===== src/rtl/mem_port_arbiter_pkg.sv =====
// Shared definitions for the fetch/data memory port arbiter.
package mem_port_arbiter_pkg;

    typedef enum logic [1:0] {
        ST_IDLE   = 2'd0,
        ST_ACCESS = 2'd1,
        ST_RESP   = 2'd2
    } state_e;

    localparam logic PORT_FETCH = 1'b0;
    localparam logic PORT_DATA  = 1'b1;

    localparam int unsigned MEM_LAT_DEFAULT = 2;

endpackage


===== src/rtl/mem_port_arbiter_if.sv =====
// Requester/memory-side signal bundle of the memory port arbiter.
// slave: the arbiter's view; master: the requester/memory side driving it.
interface mem_port_arbiter_if;

    logic        req0;
    logic        req1;
    logic        we1;
    logic [31:0] mem_rdata;
    logic        mem_sel;
    logic        mem_en;
    logic        mem_we;
    logic        gnt0;
    logic        gnt1;
    logic        done0;
    logic        done1;
    logic [31:0] rdata;
    logic        busy;

    modport slave (
        input  req0, req1, we1, mem_rdata,
        output mem_sel, mem_en, mem_we, gnt0, gnt1, done0, done1, rdata, busy
    );

    modport master (
        output req0, req1, we1, mem_rdata,
        input  mem_sel, mem_en, mem_we, gnt0, gnt1, done0, done1, rdata, busy
    );

endinterface


===== src/rtl/mem_port_arbiter_arb_rr2.sv =====
// arb_rr2: combinational 2-way picker. Masked requests are dropped; on a tie the
// port that did not win last time is chosen.
// Build option: MEM_ARB_DATA_PRIORITY_EN makes the data port win every tie instead.
module mem_port_arbiter_arb_rr2
    import mem_port_arbiter_pkg::*;
(
    input  logic [1:0] req,
    input  logic [1:0] mask,
    input  logic       last_grant,
    output logic       winner,
    output logic       valid
);

    logic [1:0] cand;

    assign cand  = req & ~mask;
    assign valid = |cand;

`ifdef MEM_ARB_DATA_PRIORITY_EN
    logic unused_last_grant;
    assign unused_last_grant = last_grant;

    // Fixed priority: data port beats fetch whenever it is a candidate.
    always_comb begin
        winner = PORT_FETCH;
        if (cand[PORT_DATA]) begin
            winner = PORT_DATA;
        end
    end
`else
    // Round-robin: a lone candidate wins, a tie goes to the port not granted last.
    always_comb begin
        winner = PORT_FETCH;
        if (cand == 2'b11) begin
            winner = ~last_grant;
        end else if (cand[PORT_DATA]) begin
            winner = PORT_DATA;
        end
    end
`endif

endmodule


===== src/rtl/mem_port_arbiter.sv =====
// Sequences one single-port memory between instruction fetch (port 0, read-only)
// and load/store data (port 1). All outputs are registered.
// Build option: MEM_ARB_DATA_PRIORITY_EN selects fixed data-port priority.
module mem_port_arbiter
    import mem_port_arbiter_pkg::*;
#(
    parameter int unsigned MEM_LAT = MEM_LAT_DEFAULT,
    parameter int unsigned CNT_W   = 4
) (
    input  logic              clk,
    input  logic              rst_n,
    mem_port_arbiter_if.slave bus
);

    localparam logic [CNT_W-1:0] LAT_LOAD = CNT_W'(MEM_LAT);
    localparam logic [CNT_W-1:0] CNT_ONE  = CNT_W'(1);

    state_e           state_q, state_d;
    logic [CNT_W-1:0] cnt_q, cnt_d;
    logic             last_grant_q, last_grant_d;
    logic             mem_sel_q, mem_sel_d;
    logic             mem_en_q, mem_en_d;
    logic             mem_we_q, mem_we_d;
    logic             gnt0_q, gnt0_d;
    logic             gnt1_q, gnt1_d;
    logic             done0_q, done0_d;
    logic             done1_q, done1_d;
    logic [31:0]      rdata_q, rdata_d;
    logic             busy_q, busy_d;

    logic [1:0] arb_mask;
    logic       arb_winner;
    logic       arb_valid;

    // In RESP the current owner's request is hidden so it cannot be re-granted.
    assign arb_mask = (state_q == ST_RESP) ? (mem_sel_q ? 2'b10 : 2'b01) : 2'b00;

    mem_port_arbiter_arb_rr2 u_arb (
        .req        ({bus.req1, bus.req0}),
        .mask       (arb_mask),
        .last_grant (last_grant_q),
        .winner     (arb_winner),
        .valid      (arb_valid)
    );

    // Next-state and next-output logic for the IDLE/ACCESS/RESP sequencer.
    always_comb begin
        state_d      = state_q;
        cnt_d        = cnt_q;
        last_grant_d = last_grant_q;
        mem_sel_d    = mem_sel_q;
        mem_en_d     = 1'b0;
        mem_we_d     = mem_we_q;
        gnt0_d       = gnt0_q;
        gnt1_d       = gnt1_q;
        done0_d      = 1'b0;
        done1_d      = 1'b0;
        rdata_d      = rdata_q;

        unique case (state_q)
            ST_ACCESS: begin
                if (cnt_q == CNT_ONE) begin
                    state_d = ST_RESP;
                    if (!mem_we_q) begin
                        rdata_d = bus.mem_rdata;
                    end
                    done0_d = ~mem_sel_q;
                    done1_d = mem_sel_q;
                end else begin
                    cnt_d = cnt_q - CNT_ONE;
                end
            end
            ST_IDLE, ST_RESP: begin
                if (arb_valid) begin
                    // Start a new access; mux select and write enable freeze here.
                    state_d      = ST_ACCESS;
                    cnt_d        = LAT_LOAD;
                    last_grant_d = arb_winner;
                    mem_sel_d    = arb_winner;
                    mem_en_d     = 1'b1;
                    mem_we_d     = arb_winner & bus.we1;
                    gnt0_d       = ~arb_winner;
                    gnt1_d       = arb_winner;
                end else begin
                    state_d  = ST_IDLE;
                    mem_we_d = 1'b0;
                    gnt0_d   = 1'b0;
                    gnt1_d   = 1'b0;
                end
            end
            default: begin
                state_d  = ST_IDLE;
                mem_we_d = 1'b0;
                gnt0_d   = 1'b0;
                gnt1_d   = 1'b0;
            end
        endcase

        busy_d = (state_d != ST_IDLE);
    end

    // State, counter and output registers; reset clears everything immediately.
    always_ff @(posedge clk or negedge rst_n) begin
        if (!rst_n) begin
            state_q      <= ST_IDLE;
            cnt_q        <= '0;
            last_grant_q <= 1'b1;
            mem_sel_q    <= 1'b0;
            mem_en_q     <= 1'b0;
            mem_we_q     <= 1'b0;
            gnt0_q       <= 1'b0;
            gnt1_q       <= 1'b0;
            done0_q      <= 1'b0;
            done1_q      <= 1'b0;
            rdata_q      <= '0;
            busy_q       <= 1'b0;
        end else begin
            state_q      <= state_d;
            cnt_q        <= cnt_d;
            last_grant_q <= last_grant_d;
            mem_sel_q    <= mem_sel_d;
            mem_en_q     <= mem_en_d;
            mem_we_q     <= mem_we_d;
            gnt0_q       <= gnt0_d;
            gnt1_q       <= gnt1_d;
            done0_q      <= done0_d;
            done1_q      <= done1_d;
            rdata_q      <= rdata_d;
            busy_q       <= busy_d;
        end
    end

    assign bus.mem_sel = mem_sel_q;
    assign bus.mem_en  = mem_en_q;
    assign bus.mem_we  = mem_we_q;
    assign bus.gnt0    = gnt0_q;
    assign bus.gnt1    = gnt1_q;
    assign bus.done0   = done0_q;
    assign bus.done1   = done1_q;
    assign bus.rdata   = rdata_q;
    assign bus.busy    = busy_q;

endmodule


===== src/flat_wrapper.sv =====
// flat-port wrapper written by rule: the top's interface ports become plain ports
module mem_port_arbiter_flat import mem_port_arbiter_pkg::*;
#(
    parameter int unsigned MEM_LAT = MEM_LAT_DEFAULT,
    parameter int unsigned CNT_W   = 4
)
  (clk, rst_n, bus_req0, bus_req1, bus_we1, bus_mem_rdata, bus_mem_sel, bus_mem_en, bus_mem_we, bus_gnt0, bus_gnt1, bus_done0, bus_done1, bus_rdata, bus_busy);
  mem_port_arbiter_if bus_i ();
  input  logic clk;
  input  logic rst_n;
  input wire logic [$bits(bus_i.req0)-1:0] bus_req0;
  input wire logic [$bits(bus_i.req1)-1:0] bus_req1;
  input wire logic [$bits(bus_i.we1)-1:0] bus_we1;
  input wire logic [$bits(bus_i.mem_rdata)-1:0] bus_mem_rdata;
  output wire logic [$bits(bus_i.mem_sel)-1:0] bus_mem_sel;
  output wire logic [$bits(bus_i.mem_en)-1:0] bus_mem_en;
  output wire logic [$bits(bus_i.mem_we)-1:0] bus_mem_we;
  output wire logic [$bits(bus_i.gnt0)-1:0] bus_gnt0;
  output wire logic [$bits(bus_i.gnt1)-1:0] bus_gnt1;
  output wire logic [$bits(bus_i.done0)-1:0] bus_done0;
  output wire logic [$bits(bus_i.done1)-1:0] bus_done1;
  output wire logic [$bits(bus_i.rdata)-1:0] bus_rdata;
  output wire logic [$bits(bus_i.busy)-1:0] bus_busy;
  assign bus_i.req0 = bus_req0;
  assign bus_i.req1 = bus_req1;
  assign bus_i.we1 = bus_we1;
  assign bus_i.mem_rdata = bus_mem_rdata;
  assign bus_mem_sel = bus_i.mem_sel;
  assign bus_mem_en = bus_i.mem_en;
  assign bus_mem_we = bus_i.mem_we;
  assign bus_gnt0 = bus_i.gnt0;
  assign bus_gnt1 = bus_i.gnt1;
  assign bus_done0 = bus_i.done0;
  assign bus_done1 = bus_i.done1;
  assign bus_rdata = bus_i.rdata;
  assign bus_busy = bus_i.busy;
  mem_port_arbiter #(.MEM_LAT(MEM_LAT), .CNT_W(CNT_W)) u_core (.clk(clk), .rst_n(rst_n), .bus(bus_i));
endmodule

===== config.mk =====
export PLATFORM = sky130hd
export DESIGN_NAME = mem_port_arbiter_flat
export DESIGN_NICKNAME = d
export VERILOG_FILES = /design/src/rtl/mem_port_arbiter_pkg.sv /design/src/rtl/mem_port_arbiter_if.sv /design/src/rtl/mem_port_arbiter_arb_rr2.sv /design/src/rtl/mem_port_arbiter.sv /design/src/flat_wrapper.sv
export SDC_FILE = /design/constraint.sdc
export NUM_CORES = 1
export LEC_CHECK = 0
export CAP_MARGIN = 0
export CORE_MARGIN = 1
export CORE_UTILIZATION = 44
export CTS_CLUSTER_DIAMETER = 100
export DETAILED_ROUTE_END_ITERATION = 10
export PLACE_DENSITY = 0.86
export SLEW_MARGIN = 25
export SYNTH_ARGS = -nofsm -noshare
export SYNTH_HDL_FRONTEND = slang
export SYNTH_SLANG_ARGS = --single-unit

===== constraint.sdc =====
create_clock -name clk -period 2.3 [get_ports clk]
set_clock_uncertainty 0.1 [all_clocks]
set_input_delay 0.46 -clock clk [delete_from_list [all_inputs] [get_ports clk]]
set_output_delay 0.46 -clock clk [all_outputs]
set_load 0.01 [all_outputs]

Word level (Yosys, flattened, before mapping)
Index checks and enable logic that the tools add are counted.
Widths: inputs -> output; s select.
{"block": "totals", "reg_bits": 47, "input_bits": 37, "out_inout_bits": 40}
{"block": "classes", "addsub": 1, "eq_ne": 6, "mux": 22, "n_bitwise": 7, "n_reduce_logical": 8}
{"operator": "$mux 1", "n": 12}
{"operator": "$mux 4", "n": 2}
{"operator": "$pmux 4 s2", "n": 1}
{"operator": "$mux 2", "n": 3}
{"operator": "$pmux 1 s2", "n": 3}
{"operator": "$reduce_and 3->1", "n": 2}
{"operator": "$eq 2x2->1 const B", "n": 2}
{"operator": "$eq 4x1->1 const B", "n": 1}
{"operator": "$not 1->1", "n": 4}
{"operator": "$pmux 2 s2", "n": 1}
{"operator": "$reduce_bool 2->1", "n": 2}
{"operator": "$reduce_or 2->1", "n": 2}
{"operator": "$sub 4x1->4 const B", "n": 1}
{"operator": "$and 2x2->2", "n": 1}
{"operator": "$eq 2x1->1 const B", "n": 1}
{"operator": "$logic_not 2->1", "n": 1}
{"operator": "$ne 2x1->1 const B", "n": 1}
{"operator": "$ne 2x2->1 const B", "n": 1}
{"operator": "$not 2->2", "n": 1}
{"operator": "$reduce_and 2->1", "n": 1}
{"operator": "$and 1x1->1", "n": 1}

Logic depth before layout (Yosys ltp)
{"block": "logic_depth", "word_depth": 9, "depth_mapped": 7, "depth_no_buf": 5}

Modules after synthesis
A second synthesis with hierarchy kept.
{"block": "hier_totals", "cells_unflattened": 128, "area_unflattened_um2": 1989.4}
{"module": "mem_port_arbiter", "instances": 1, "cells_each": 123, "area_per_inst_um2": 1950.6, "seq_area_each_um2": 1177.4}
{"module": "mem_port_arbiter_arb_rr2", "instances": 1, "cells_each": 5, "area_per_inst_um2": 38.8, "seq_area_each_um2": 0.0}

Worst setup path before layout
Ideal clock, no wire load.
{"block": "synth_path", "path_type": "reg2reg", "startpoint": "register u_core.cnt_q[1]", "endpoint": "register u_core.rdata_q[0], in the netlist u_core.bus.rdata[0]", "arrival_ns": 1.872, "t_required_ns": 2.075, "setup_slack_ns": 0.203, "path_stages_with_launch": 8, "synth_period_minus_slack_ns": 2.097, "path_cell_list": "dfrtp_1 -> inv_1 -> ha_1 -> or3b_1 -> buf_6 -> nor3_4 -> buf_12 -> mux2_4"}
{"block": "synth_via", "elab_chain_len": 2}
{"item": "start, declared", "line_no": "mem_port_arbiter.sv:19", "rtl": "logic [CNT_W-1:0] cnt_q, cnt_d;"}
{"item": "start signal, assigned", "line_no": "mem_port_arbiter.sv:119", "rtl": "cnt_q <= cnt_d;"}
{"item": "$eq 4x1->1", "line_no": "mem_port_arbiter.sv:62", "rtl": "if (cnt_q == CNT_ONE) begin"}
{"item": "$reduce_and 3->1 (no line)"}
{"item": "end signal, assigned", "line_no": "mem_port_arbiter.sv:128", "rtl": "rdata_q <= rdata_d;"}
{"item": "end, declared", "line_no": "mem_port_arbiter.sv:28", "rtl": "logic [31:0] rdata_q, rdata_d;"}
No other way between the ends.
A chain may end at the register's enable or synchronous reset.

Worst setup path after layout
{"block": "layout_path", "startpoint": "register u_core.cnt_q[1]", "endpoint": "register u_core.rdata_q[31], in the netlist u_core.bus.rdata[31]"}
The elaborated chain is that of the path after synthesis.

==> impl_metrics.json <==
{
  "slowest_stage": "or3b_1",
  "die-height_um": 70.04,
  "cp_slowest_stage_delay_ps": 410,
  "fin_hold_ws_ps": -6.170,
  "maxCapViolCount": 0,
  "io_pins": 77,
  "yosysSeqAreaShare_pct": 57.80,
  "die_x_um": 70.04,
  "outcome": "finished, violations left",
  "critical_path.cell_chain": "inv_1, ha_1, or3b_1, nor3_4, buf_12, mux2_2",
  "syn-instance-count": 134,
  "first_iter_violations": 76,
  "rsz0062_at_grt": "no",
  "cts-root-buf": "clkbuf_8",
  "crit_buf_inv": 2,
  "finalSetupTns_ps": 0,
  "hold_viol": 9,
  "core-area_sq_mm": 0.004414,
  "syn_nets": 173,
  "post_cts_resized": 0,
  "grt_pass1_wl_um": 7472,
  "grt_pass1_vias": 1386,
  "initial_utilization_pct": 46.15,
  "dr_wl_met2_um": 2108,
  "holdBufCountCts": 0,
  "wl_met3_um": 340,
  "crit_family": "simple AND/OR/NAND/NOR gates",
  "cp_max_fo": 32,
  "clock_latency_ps": 300,
  "wl_met1_um": 2022,
  "antenna_cells": 0,
  "grt_max_degree": 33,
  "vdd_drop_max_mv": 0.5323,
  "synthToLayoutAreaGrowth_pct": 44.59,
  "drive_above_1_share_pct": 22.83,
  "dpl.hpwl_um": 3246,
  "cp-end-kind": "flip-flop",
  "slew_headroom_pct": 68.26,
  "portBuffers": 76,
  "final_cell_count_no_fill": 271,
  "power.leakage_nw": 1.288,
  "final-setup-viol-count": 0,
  "antenna_found_initial": 0,
  "firstDrtPassIters": 4,
  "dp.cells": 263,
  "route.detailed.drc": 0,
  "worst_ep_arrival_time_ps": 2200,
  "path_class": "reg -> reg",
  "cts_buffers": 5,
  "r2r_cells": 6,
  "min_path_type": "in -> async",
  "highest_layer": "met4",
  "gp_routability_congestion": 0.7724,
  "num_vias": 1393,
  "yosysUniqueCellTypes": 31,
  "cp_data_required_time_ps": 2390,
  "cts_tree": "yes",
  "tightestPinTransition_ps": 475.1,
  "wl_per_cell_um": 16.77,
  "drv_slew": 0,
  "fin_nets": 257,
  "violations": "negative hold slack",
  "final_cell_mix": "75 x clkdlybuf4s50_1, 46 x dfrtp_1, 30 x mux2_4, 8 x inv_1, 8 x o21ai_0",
  "gr-total-overflow": 0,
  "fin_crit_sh_pct": 91.64,
  "path_clk_slew_ps": 90,
  "cts_max_level": 2,
  "ys_ff_latch": 47,
  "synth_area_per_cell_sq_um": 15.20,
  "track_usage_pct": 20.16,
  "vias_per_cell": 5.140,
  "wirelength_um": 4546,
  "reg2reg_slack_ps": 190,
  "die_area_sq_mm": 0.004906,
  "powerDensity_mw_per_mm2": 1372,
  "cp-start-kind": "flip-flop",
  "yosysWarnings": 0,
  "fin_crit_ps": 2108,
  "r2r-start": "u_core.cnt_q[1]",
  "netlist_area_sq_mm": 0.002037,
  "postCtsSetupBuffers": 0,
  "final_antenna_net_count": 0,
  "cts.sink_count": 47,
  "fmax_mhz": 474.5,
  "final_common_cell": "clkdlybuf4s50_1",
  "r2r-end": "u_core.bus.rdata[31]",
  "rows": 24,
  "clockBufferDepth": 2
}
worst reg2reg max path: cells and delay by family, from the launching register on:
family | cells | cell delay (ps)
AND/OR/NAND/NOR | 2 | 580
flip-flops | 1 | 390
buffers and inverters | 2 | 370
multiplexers | 1 | 370
adder cells (fa/ha/maj) | 1 | 200
area by class of cell:
class                           count  area [sq um]
Fill cell                         318          1469
Sequential cell                    47          1177
Timing Repair Buffer               82         813.3
Multi-Input combinational cell     74         753.2
Clock buffer                        7         76.32
Tap cell                           52         65.06
Clock inverter                      1         30.03
Inverter                            8         30.03
flip-flops by register name, indices dropped and copies added (netlist names):
name                 flops
u_core.bus.mem_sel       1
u_core.bus.busy          1
u_core.state_q           2
u_core.bus.mem_we        1
u_core.bus.mem_en        1
u_core.bus.done1         1
u_core.bus.gnt0          1
u_core.last_grant_q      1
u_core.bus.rdata        32
u_core.bus.gnt1          1
u_core.bus.done0         1
u_core.cnt_q             4
metal layers:
metal,GRT usage [%],vias up
li1,-,636
met1,27.56,682
met2,30.88,67
met3,5.483,8
met4,7.333,0
met5,0,-
how the worst max path moves through the flow:
stage / to / cells after the start / slack (ps) / startpoint
final: u_core.bus.rdata[31] / 6 / 190 / u_core.cnt_q[1]
after global routing: u_core.bus.rdata[31] / 6 / 120 / u_core.cnt_q[1]
after CTS: u_core.bus.rdata[31] / 6 / 190 / u_core.cnt_q[1]
after detailed placement: u_core.bus.rdata[31] / 6 / 230 / u_core.cnt_q[1]
after global placement: u_core.bus.rdata[15] / 6 / 280 / u_core.cnt_q[1]
after floorplan: u_core.bus.rdata[0] / 7 / 200 / u_core.cnt_q[1]
cells in the mapped netlist (all sizes together):
master,number,area share [%]
a2111o,1,0.55
a2111oi,1,0.43
a211oi,1,0.37
a21o,1,0.43
a21oi,2,0.49
a311oi,1,0.74
and2,1,0.31
buf,5,3.7
dfrtp,46,57
dfstp,1,1.3
ha,2,1.2
inv,8,1.5
mux2,32,23
nand2,6,1.1
nand2b,2,0.61
nand3,1,0.25
nor2,2,0.37
nor2b,2,0.61
nor3,4,1.5
nor3b,1,0.37
o21ai,8,2.0
o311ai,1,0.43
o31a,1,0.43
o32a,1,0.49
or2,1,0.31
or3,1,0.31
or3b,1,0.43
power by group:
group	internal, mW	leakage [nW]	switching [mW]	total (mW)
registers	1.23	0.572	0.275	1.50
clock network	0.325	0.0524	0.266	0.591
logic	1.24	0.663	0.706	1.94
total	2.79	1.29	1.25	4.04
per-stage QoR:
step	util [%]	hold slack (ps)	total power [mW]	cell area [sq um]	setup slack, ps
2_1_floorplan	-	64.41	2.549	2037	202.6
3_3_place_gp	64.31	333.4	3.379	2839	281.9
3_5_place_dp	64.31	338.7	3.442	2839	234.1
4_1_cts	66.72	9.653	4.058	2945	190.3
5_1_grt	66.72	27.78	4.258	2945	115.9
6_report	66.72	-6.170	4.040	2945	192.4
kinds of logic after synthesis:
logic type	after synthesis	synth area share, %
AO/OA/AOI/OAI	18	6.327
adder cells (fa/ha/maj)	2	1.228
buffers and inverters	13	5.221
multiplexers	32	23.22
flip-flops	47	57.80
AND/OR/NAND/NOR	22	6.204
No activity file was read; power rests on OpenSTA's default activity.
